<file path="src/rtl/sample_streamer.sv">
// sample_streamer
// Playback stage behind the cellular-RAM controller. Fetches 16-bit sample
// words from an address window over a req/ack read port and buffers them in
// a small FIFO. It releases one word per sample-rate tick to the audio path.
// Supports one-shot and looped playback, and flags underruns and completion.
//
// Ports
//   clk, rst          system clock, asynchronous active-high reset
//   enable            run request; rising edge starts, low stops playback
//   loop              1 = wrap to start_addr after end_addr, 0 = one-shot
//   start_addr        first word address, captured at start
//   end_addr          last word address (inclusive), captured at start
//   rd_req, rd_addr   registered read request / word address to the RAM
//   rd_ack, rd_data   one-cycle acknowledge with the read data
//   sample            current output sample, holds between ticks
//   sample_valid      one-cycle pulse when sample is updated
//   underrun          sticky: a tick found the FIFO empty while fetching
//   busy              playback active (any state but idle)
//   done              sticky: one-shot playback has completed
module sample_streamer #(
  parameter int SAMPLE_DIV = 2268,
  parameter int FIFO_DEPTH = 4
) (
  input  logic        clk,
  input  logic        rst,
  input  logic        enable,
  input  logic        loop,
  input  logic [25:0] start_addr,
  input  logic [25:0] end_addr,
  output logic        rd_req,
  output logic [25:0] rd_addr,
  input  logic        rd_ack,
  input  logic [15:0] rd_data,
  output logic [15:0] sample,
  output logic        sample_valid,
  output logic        underrun,
  output logic        busy,
  output logic        done
);

  localparam int PTR_W = $clog2(FIFO_DEPTH);
  localparam int CNT_W = PTR_W + 1;
  localparam int DIV_W = $clog2(SAMPLE_DIV);
  localparam logic [DIV_W-1:0] DIV_RELOAD = DIV_W'(SAMPLE_DIV - 1);
  localparam logic [CNT_W-1:0] FIFO_FULL  = CNT_W'(FIFO_DEPTH);

  typedef enum logic [1:0] {
    ST_IDLE,
    ST_FILL,
    ST_DRAIN
  } state_t;

  state_t state;
  state_t state_next;

  logic [25:0]      start_r;
  logic [25:0]      end_r;
  logic [25:0]      addr;
  logic             addr_end_flag;
  logic             armed;

  logic [15:0]      fifo_mem [FIFO_DEPTH];
  logic [PTR_W-1:0] wr_ptr;
  logic [PTR_W-1:0] rd_ptr;
  logic [CNT_W-1:0] fifo_count;

  logic [DIV_W-1:0] div_cnt;

  logic tick;
  logic ack_take;
  logic start;
  logic push;
  logic pop;
  logic flush;
  logic issue;
  logic set_underrun;
  logic set_done;

  assign busy     = (state != ST_IDLE);
  assign tick     = busy && (div_cnt == '0);
  assign ack_take = rd_req && rd_ack;

  // State register for the playback controller.
  always_ff @(posedge clk or posedge rst) begin
    if (rst) begin
      state <= ST_IDLE;
    end else begin
      state <= state_next;
    end
  end

  // Next-state and per-cycle strobes. A start needs enable high while armed,
  // and armed is only set once enable has been seen low. So a finished
  // one-shot with enable still high stays idle. A restart requested during
  // DRAIN is honoured as soon as we are back in idle. Reads acknowledged
  // after enable falls are not pushed, so their data is dropped.
  always_comb begin
    state_next   = state;
    start        = 1'b0;
    push         = 1'b0;
    pop          = 1'b0;
    flush        = 1'b0;
    issue        = 1'b0;
    set_underrun = 1'b0;
    set_done     = 1'b0;
    unique case (state)
      ST_IDLE: begin
        if (enable && armed) begin
          start      = 1'b1;
          state_next = ST_FILL;
        end
      end
      ST_FILL: begin
        if (!enable) begin
          state_next = ST_DRAIN;
        end else begin
          push = ack_take;
          if (tick) begin
            if (fifo_count != '0) begin
              pop = 1'b1;
            end else if (!addr_end_flag) begin
              set_underrun = 1'b1;
            end else begin
              set_done   = 1'b1;
              state_next = ST_IDLE;
            end
          end
          issue = !rd_req && !addr_end_flag && (fifo_count < FIFO_FULL);
        end
      end
      ST_DRAIN: begin
        if (!rd_req || rd_ack) begin
          flush      = 1'b1;
          state_next = ST_IDLE;
        end
      end
      default: begin
        state_next = ST_IDLE;
      end
    endcase
  end

  // Start latch: armed drops when a playback starts and is re-armed by any
  // cycle with enable low.
  always_ff @(posedge clk or posedge rst) begin
    if (rst) begin
      armed <= 1'b1;
    end else if (start) begin
      armed <= 1'b0;
    end else if (!enable) begin
      armed <= 1'b1;
    end
  end

  // Read port and fetch address. The first read goes out on the start edge
  // itself. Afterwards rd_req is held until its ack, dropped for at least
  // one cycle, and re-raised only when the FIFO has room. Since at most one
  // read is outstanding, checking rd_req low accounts for in-flight data.
  always_ff @(posedge clk or posedge rst) begin
    if (rst) begin
      rd_req        <= 1'b0;
      rd_addr       <= '0;
      start_r       <= '0;
      end_r         <= '0;
      addr          <= '0;
      addr_end_flag <= 1'b0;
    end else begin
      if (start) begin
        start_r       <= start_addr;
        end_r         <= end_addr;
        addr          <= start_addr;
        addr_end_flag <= 1'b0;
      end else if (push) begin
        if (addr == end_r) begin
          if (loop) begin
            addr <= start_r;
          end else begin
            addr_end_flag <= 1'b1;
          end
        end else begin
          addr <= addr + 26'd1;
        end
      end

      if (start) begin
        rd_req  <= 1'b1;
        rd_addr <= start_addr;
      end else if (ack_take) begin
        rd_req <= 1'b0;
      end else if (issue) begin
        rd_req  <= 1'b1;
        rd_addr <= addr;
      end
    end
  end

  // FIFO storage; no reset needed because occupancy gates every read.
  always_ff @(posedge clk) begin
    if (push) begin
      fifo_mem[wr_ptr] <= rd_data;
    end
  end

  // FIFO pointers and occupancy. A simultaneous push and pop leaves the
  // occupancy unchanged. Start and drain both empty it.
  always_ff @(posedge clk or posedge rst) begin
    if (rst) begin
      wr_ptr     <= '0;
      rd_ptr     <= '0;
      fifo_count <= '0;
    end else if (start || flush) begin
      wr_ptr     <= '0;
      rd_ptr     <= '0;
      fifo_count <= '0;
    end else begin
      if (push) begin
        wr_ptr <= wr_ptr + PTR_W'(1);
      end
      if (pop) begin
        rd_ptr <= rd_ptr + PTR_W'(1);
      end
      if (push && !pop) begin
        fifo_count <= fifo_count + CNT_W'(1);
      end else if (pop && !push) begin
        fifo_count <= fifo_count - CNT_W'(1);
      end
    end
  end

  // Sample-rate divider. It is reloaded on start, so the first tick lands
  // exactly SAMPLE_DIV cycles after the start edge.
  always_ff @(posedge clk or posedge rst) begin
    if (rst) begin
      div_cnt <= '0;
    end else if (start) begin
      div_cnt <= DIV_RELOAD;
    end else if (busy) begin
      if (div_cnt == '0) begin
        div_cnt <= DIV_RELOAD;
      end else begin
        div_cnt <= div_cnt - DIV_W'(1);
      end
    end
  end

  // Output sample and status flags. The sample only changes on a pop, so it
  // holds through underruns, stops and completion. Both status flags are
  // sticky until the next start.
  always_ff @(posedge clk or posedge rst) begin
    if (rst) begin
      sample       <= '0;
      sample_valid <= 1'b0;
      underrun     <= 1'b0;
      done         <= 1'b0;
    end else begin
      sample_valid <= pop;
      if (pop) begin
        sample <= fifo_mem[rd_ptr];
      end
      if (start) begin
        underrun <= 1'b0;
        done     <= 1'b0;
      end else begin
        if (set_underrun) begin
          underrun <= 1'b1;
        end
        if (set_done) begin
          done <= 1'b1;
        end
      end
    end
  end

endmodule
</file>
<file path="config.mk">
export PLATFORM = sky130hd
export DESIGN_NAME = sample_streamer
export DESIGN_NICKNAME = d
export VERILOG_FILES = /design/src/rtl/sample_streamer.sv
export SDC_FILE = /design/constraint.sdc
export NUM_CORES = 1
export LEC_CHECK = 0
export CAP_MARGIN = 20
export CORE_ASPECT_RATIO = 0.75
export CORE_MARGIN = 2
export CORE_UTILIZATION = 39
export CTS_CLUSTER_DIAMETER = 120
export DETAILED_ROUTE_END_ITERATION = 8
export GPL_TIMING_DRIVEN = 0
export MAX_ROUTING_LAYER = met4
export SLEW_MARGIN = 10
export SYNTH_ARGS = -nofsm -noshare
export SYNTH_HDL_FRONTEND = slang
export SYNTH_SLANG_ARGS = --single-unit
</file>
<file path="constraint.sdc">
create_clock -name clk -period 4.8 [get_ports clk]
set_input_delay 0.96 -clock clk [delete_from_list [all_inputs] [get_ports clk]]
set_output_delay 0.96 -clock clk [all_outputs]
set_load 0.02 [all_outputs]
</file>
## Yosys cells after proc, flatten, opt, wreduce, memory -nomap -nowiden

Memories as Yosys holds them, arrays and structs flattened. A register that Yosys moved wholly into a read port is not among the register bits.
Cells that the tools add are included.

- Word-level logic and storage cells: 127
- RAM bits: 64
- Output and inout bits: 47
- Register bits: 131
- Input bits: 73
- Memories: 1

- Muxes and demuxes: 61
- Reduce and logical (&&, ||, !) cells: 31
- Equal/unequal tests: 12
- Add/sub/neg operators: 6
- Order comparisons: 1

Memory list:

| memory | depth | width | read ports | clocked after Yosys merged registers in | wr ports | line | text |
|---|---|---|---|---|---|---|---|
| fifo_mem | 4 | 16 | 1 | 1 | 1 | 62 | `logic [15:0] fifo_mem [FIFO_DEPTH];` |

Operators by type and width:

| kind | count |
|---|---|
| $mux 26 | 7 |
| $mux 1 | 37 |
| $mux 12 | 3 |
| $add 26x1->26 const B | 1 |
| $eq 26x26->1 | 1 |
| $mux 2 | 10 |
| $reduce_bool 2->1 | 9 |
| $logic_not 12->1 | 1 |
| $ne 3x3->1 const B | 4 |
| $sub 12x1->12 const B | 1 |
| $mux 3 | 3 |
| $reduce_bool 3->1 | 3 |
| $logic_and 1x1->1 | 7 |
| $ne 2x1->1 const B | 3 |
| $pmux 2 s3 | 1 |
| $reduce_and 5->1 | 1 |
| $add 2x1->2 const B | 2 |
| $logic_not 1->1 | 4 |
| $ne 2x2->1 const B | 2 |
| $reduce_and 2->1 | 2 |
| $add 3x1->3 const B | 1 |
| $lt 3x3->1 const B | 1 |
| $reduce_and 3->1 | 1 |
| $sub 3x1->3 const B | 1 |
| other kinds (4) | 5 |

## Depth between registers and ports, before layout

- Word-level depth: 9
- Mapped depth: 12
- Gate-level depth less buffers: 11

## Worst setup path after synthesis

Ideal clock, no wire load.

- Path type: input port to flip-flop
- Start: input port enable
- End: register fifo_count[2]
- Setup slack: 2.105 ns
- Data arrival time: 2.617 ns
- Buffers on the path: 2
- Stages on the path: 9
- Required time: 4.723 ns
- Library setup time: 0.077 ns
- Path through: nand2b_1 > or2_2 > clkbuf_1 > clkbuf_1 > nor2_1 > fa_1 > a311oi_1 > a21oi_1 > a21oi_1

- Cells in the longest elaborated chain, start to end: 6
- Elaborated cells on any way between the ends: 15
- Classes of those cells: mux (8); reduce/logical (7)

RTL lines:

| what | line | text |
|---|---|---|
| start: declaration | 26 | `input logic enable,` |
| $mux 1 | 114 | `if (!enable) begin` |
| $mux 1 | 106 | `unique case (state)` |
| $logic_not 1->1 | 222 | `if (push && !pop) begin` |
| $logic_and 1x1->1 | 222 |  |
| $mux 3 | 222 |  |
| $mux 3 | 211 | `end else if (start \|\| flush) begin` |
| end signal: assignment | 223 | `fifo_count <= fifo_count + CNT_W'(1);` |
| end signal: assignment | 225 | `fifo_count <= fifo_count - CNT_W'(1);` |
| end: declaration | 65 | `logic [CNT_W-1:0] fifo_count;` |

Several ways; a longest one is shown, not always the timed one.
A chain may end at the register's enable or synchronous reset.

## Worst setup path in the final report

- Start: input port enable
- End: memory fifo_mem[3][2], enable pin

- Cells in the longest elaborated chain, start to end: 4

RTL lines:

| what | line | text |
|---|---|---|
| $mux 1 | 114 |  |
| $mux 1 | 106 |  |
| $mux 1 | 199 | `if (push) begin` |
| $mux 1 (implied by the code) | 200 | `fifo_mem[wr_ptr] <= rd_data;` |
| end: declaration | 62 |  |

Every way passes these cells.

==> results.json <==
{
  "syn_area_mm2": 0.009728,
  "htreeDepth": 1,
  "setup_slack_ns": 1.216,
  "cts_tree": "built",
  "dp_hpwl_mm": 19.00,
  "netlist.area_leader.share": 0.3756,
  "initial_core_util": 0.3937,
  "async_reset_ff_frac": 0.6967,
  "grt_pass1_vias": 7069,
  "cp.required_ns": 4.92,
  "synth_largest_area_cell": "dfrtp_1",
  "vdd_drop_max_v": 0.0002396,
  "initialDrtViolationCount": 628,
  "hp-class": "register to register",
  "cts_post_setup_buffers_inserted": 0,
  "crit_type": "input port to register",
  "cts_buffers": 23,
  "seq_area_mm2": 0.005602,
  "max_cap_violations": 0,
  "place_worst_setup_slack_ns": 0.6391,
  "drive_gt1_frac": 0.1053,
  "start_kind": "input port",
  "yosysWarningCount": 0,
  "cpPeakStageDelay_ns": 0.82,
  "die_w_um": 186.4,
  "yosysSeqAreaShare": 0.5758,
  "whs_path_depth": 2,
  "pin_count": 120,
  "cts-hold-fix-buffers": 0,
  "path_max_fanout": 16,
  "io_buffer_count": 119,
  "wirelength_mm": 26.87,
  "cellLeakagePower_uw": 0.005152,
  "worst_pin_slew_ns": 0.9150,
  "ctsResizeCount": 0,
  "area_delta_synth_final_pct": 24.94,
  "min_period_ns": 3.584,
  "clk_pin_slew_ns": 0.06,
  "tns_ns": 0,
  "synth.cells.most_frequent": "nand2_1 (200), dfrtp_1 (146), edfxtp_1 (64)",
  "final_core_util": 0.4918,
  "die_y_um": 140.8,
  "antenna_found_initial": 0,
  "slew_violations": 0,
  "crit_slowest_cell": "and2_1",
  "ys_types": 67,
  "gp_congestion": 0.9455,
  "finalSetupViolations": 0,
  "die-area_mm2": 0.02624,
  "syn_inst": 870,
  "ys_seq_elements": 211,
  "syn_nets": 951,
  "multi_input_area_mm2": 0.003846,
  "antennaDiodeCount": 0,
  "fin_nets": 1099,
  "clockBufferDepth": 3,
  "cts-root-buf": "clkbuf_16",
  "dr.pass1.iters": 5,
  "rsz0062_at_grt": "no",
  "gr-total-overflow": 0,
  "r2r_cells": 12,
  "hold_viol": 0,
  "vias": 7253,
  "core_area_mm2": 0.02471,
  "cp-end-kind": "register",
  "hold_ws_ns": 0.4728,
  "max_clock_freq_mhz": 279.0,
  "p_per_area_mw_per_mm2": 490.2,
  "clk_latency_ns": 0.51,
  "wire_per_inst_um": 19.57,
  "synthTopCellsByArea": "dfrtp_1 (38%), edfxtp_1 (20%), nand2_1 (7.7%)",
  "fillCellCount": 2262,
  "grt_pass1_wl_mm": 41.90,
  "grt_max_degree": 37,
  "avgSynthCellArea_um2": 11.18,
  "finalPower_uw": 5957,
  "viasPerCell": 5.283,
  "run_status": "complete, no violations",
  "slew_headroom": 0.3900,
  "clock-skew-final_ns": 0.01291,
  "period_share": 0.7467,
  "path_cells": "clkdlybuf4s50_1 > nand2b_1 > nor2_1 > clkbuf_1 > and2_1",
  "placementRows": 50,
  "cp.arrival_ns": 3.71,
  "ant_nets": 0,
  "synth_edf_count": 64,
  "drc": 0,
  "grtUsageTotal": 0.2128,
  "clock_sinks": 211,
  "yosysMostFrequentCell": "nand2_1",
  "synthFlopType": "dfrtp_1"
}
-- placed cells by master (no fill, tap or decap), types with 8 or more instances in the layout --
master           count
dfrtp_1            146
nand2_1            200
mux2i_1             24
inv_1               17
buf_2               11
clkdlybuf4s50_1    119
o21ai_0             44
a21oi_1             22
nor2_1              40
nand3_1             21
and3_1              15
xor2_1              28
mux4_2              16
edfxtp_1            64
clkbuf_16           23
clkbuf_1            26
buf_1               10
o22ai_1             11
xnor2_1             14
nor3_1              14
mux2_2              21
nand4_1              8
-- final timing paths --
check                      slack, ns        endpoint        from
setup / recovery                1.22  fifo_mem[3][2]      enable
hold reg to reg                 0.47      start_r[9]  start_r[9]
min in group asynchronous       0.87            done         rst
hold / removal                  0.47      start_r[9]  start_r[9]
setup reg to reg                1.55   fifo_count[2]  div_cnt[0]
max in group asynchronous       2.89      rd_addr[7]         rst
-- per-stage QoR --
| step | area, µm² | cells |
|---|---|---|
| 3_3_place_gp | 11350 | 1327 |
| 4_1_cts | 12150 | 1373 |
| 6_report | 12150 | 1373 |
| 2_1_floorplan | 9732 | 870 |
| 5_1_grt | 12150 | 1373 |
| 3_5_place_dp | 11430 | 1331 |
-- per-layer routing --
layer,track usage,up-vias,share of wire
met5,-,-,0
met4,0.04042,0,0.014
met3,0.03411,29,0.069
met2,0.2922,264,0.41
met1,0.3300,3552,0.50
li1,-,3408,-
-- registers in the layout, indices dropped and copies added (netlist names) --
name           cells
fifo_mem          64
addr              26
end_r             26
rd_addr           26
start_r           26
sample            16
div_cnt           12
fifo_count         3
rd_ptr             2
state              2
wr_ptr             2
addr_end_flag      1
armed              1
done               1
rd_req             1
sample_valid       1
underrun           1
-- report_power, final --
group          switching, µW  internal (µW)
registers                363           2250
clock network            711            998
logic                    945            695
total                   2020           3940
-- cell families after synthesis --
group	after synthesis	synth area share
adders and majority gates	8	0.01106
AOI/OAI and AO/OA	145	0.09711
muxes	61	0.08605
and+or+nand+nor	339	0.1633
buffers and inverters	64	0.02881
xor gates and xnor gates	42	0.03781
DFF	211	0.5758
-- worst max-delay path, delay by kind of cell --
kind	cells	cell delay [ns]
buffers and inverters	2	1.12
AND/OR/NAND/NOR	3	1.62
-- cell type report --
| cell class | count | share of cell area |
|---|---|---|
| Buffer | 46 | 0.01750 |
| Clock buffer | 32 | 0.05343 |
| Clock inverter | 10 | 0.006485 |
| Inverter | 18 | 0.005868 |
| Multi-Input combinational cell | 595 | 0.3164 |
| Sequential cell | 211 | 0.4609 |
| Tap cell | 338 | 0.03480 |
| Timing Repair Buffer | 123 | 0.1046 |
No activity file was read; power rests on OpenSTA's default activity.
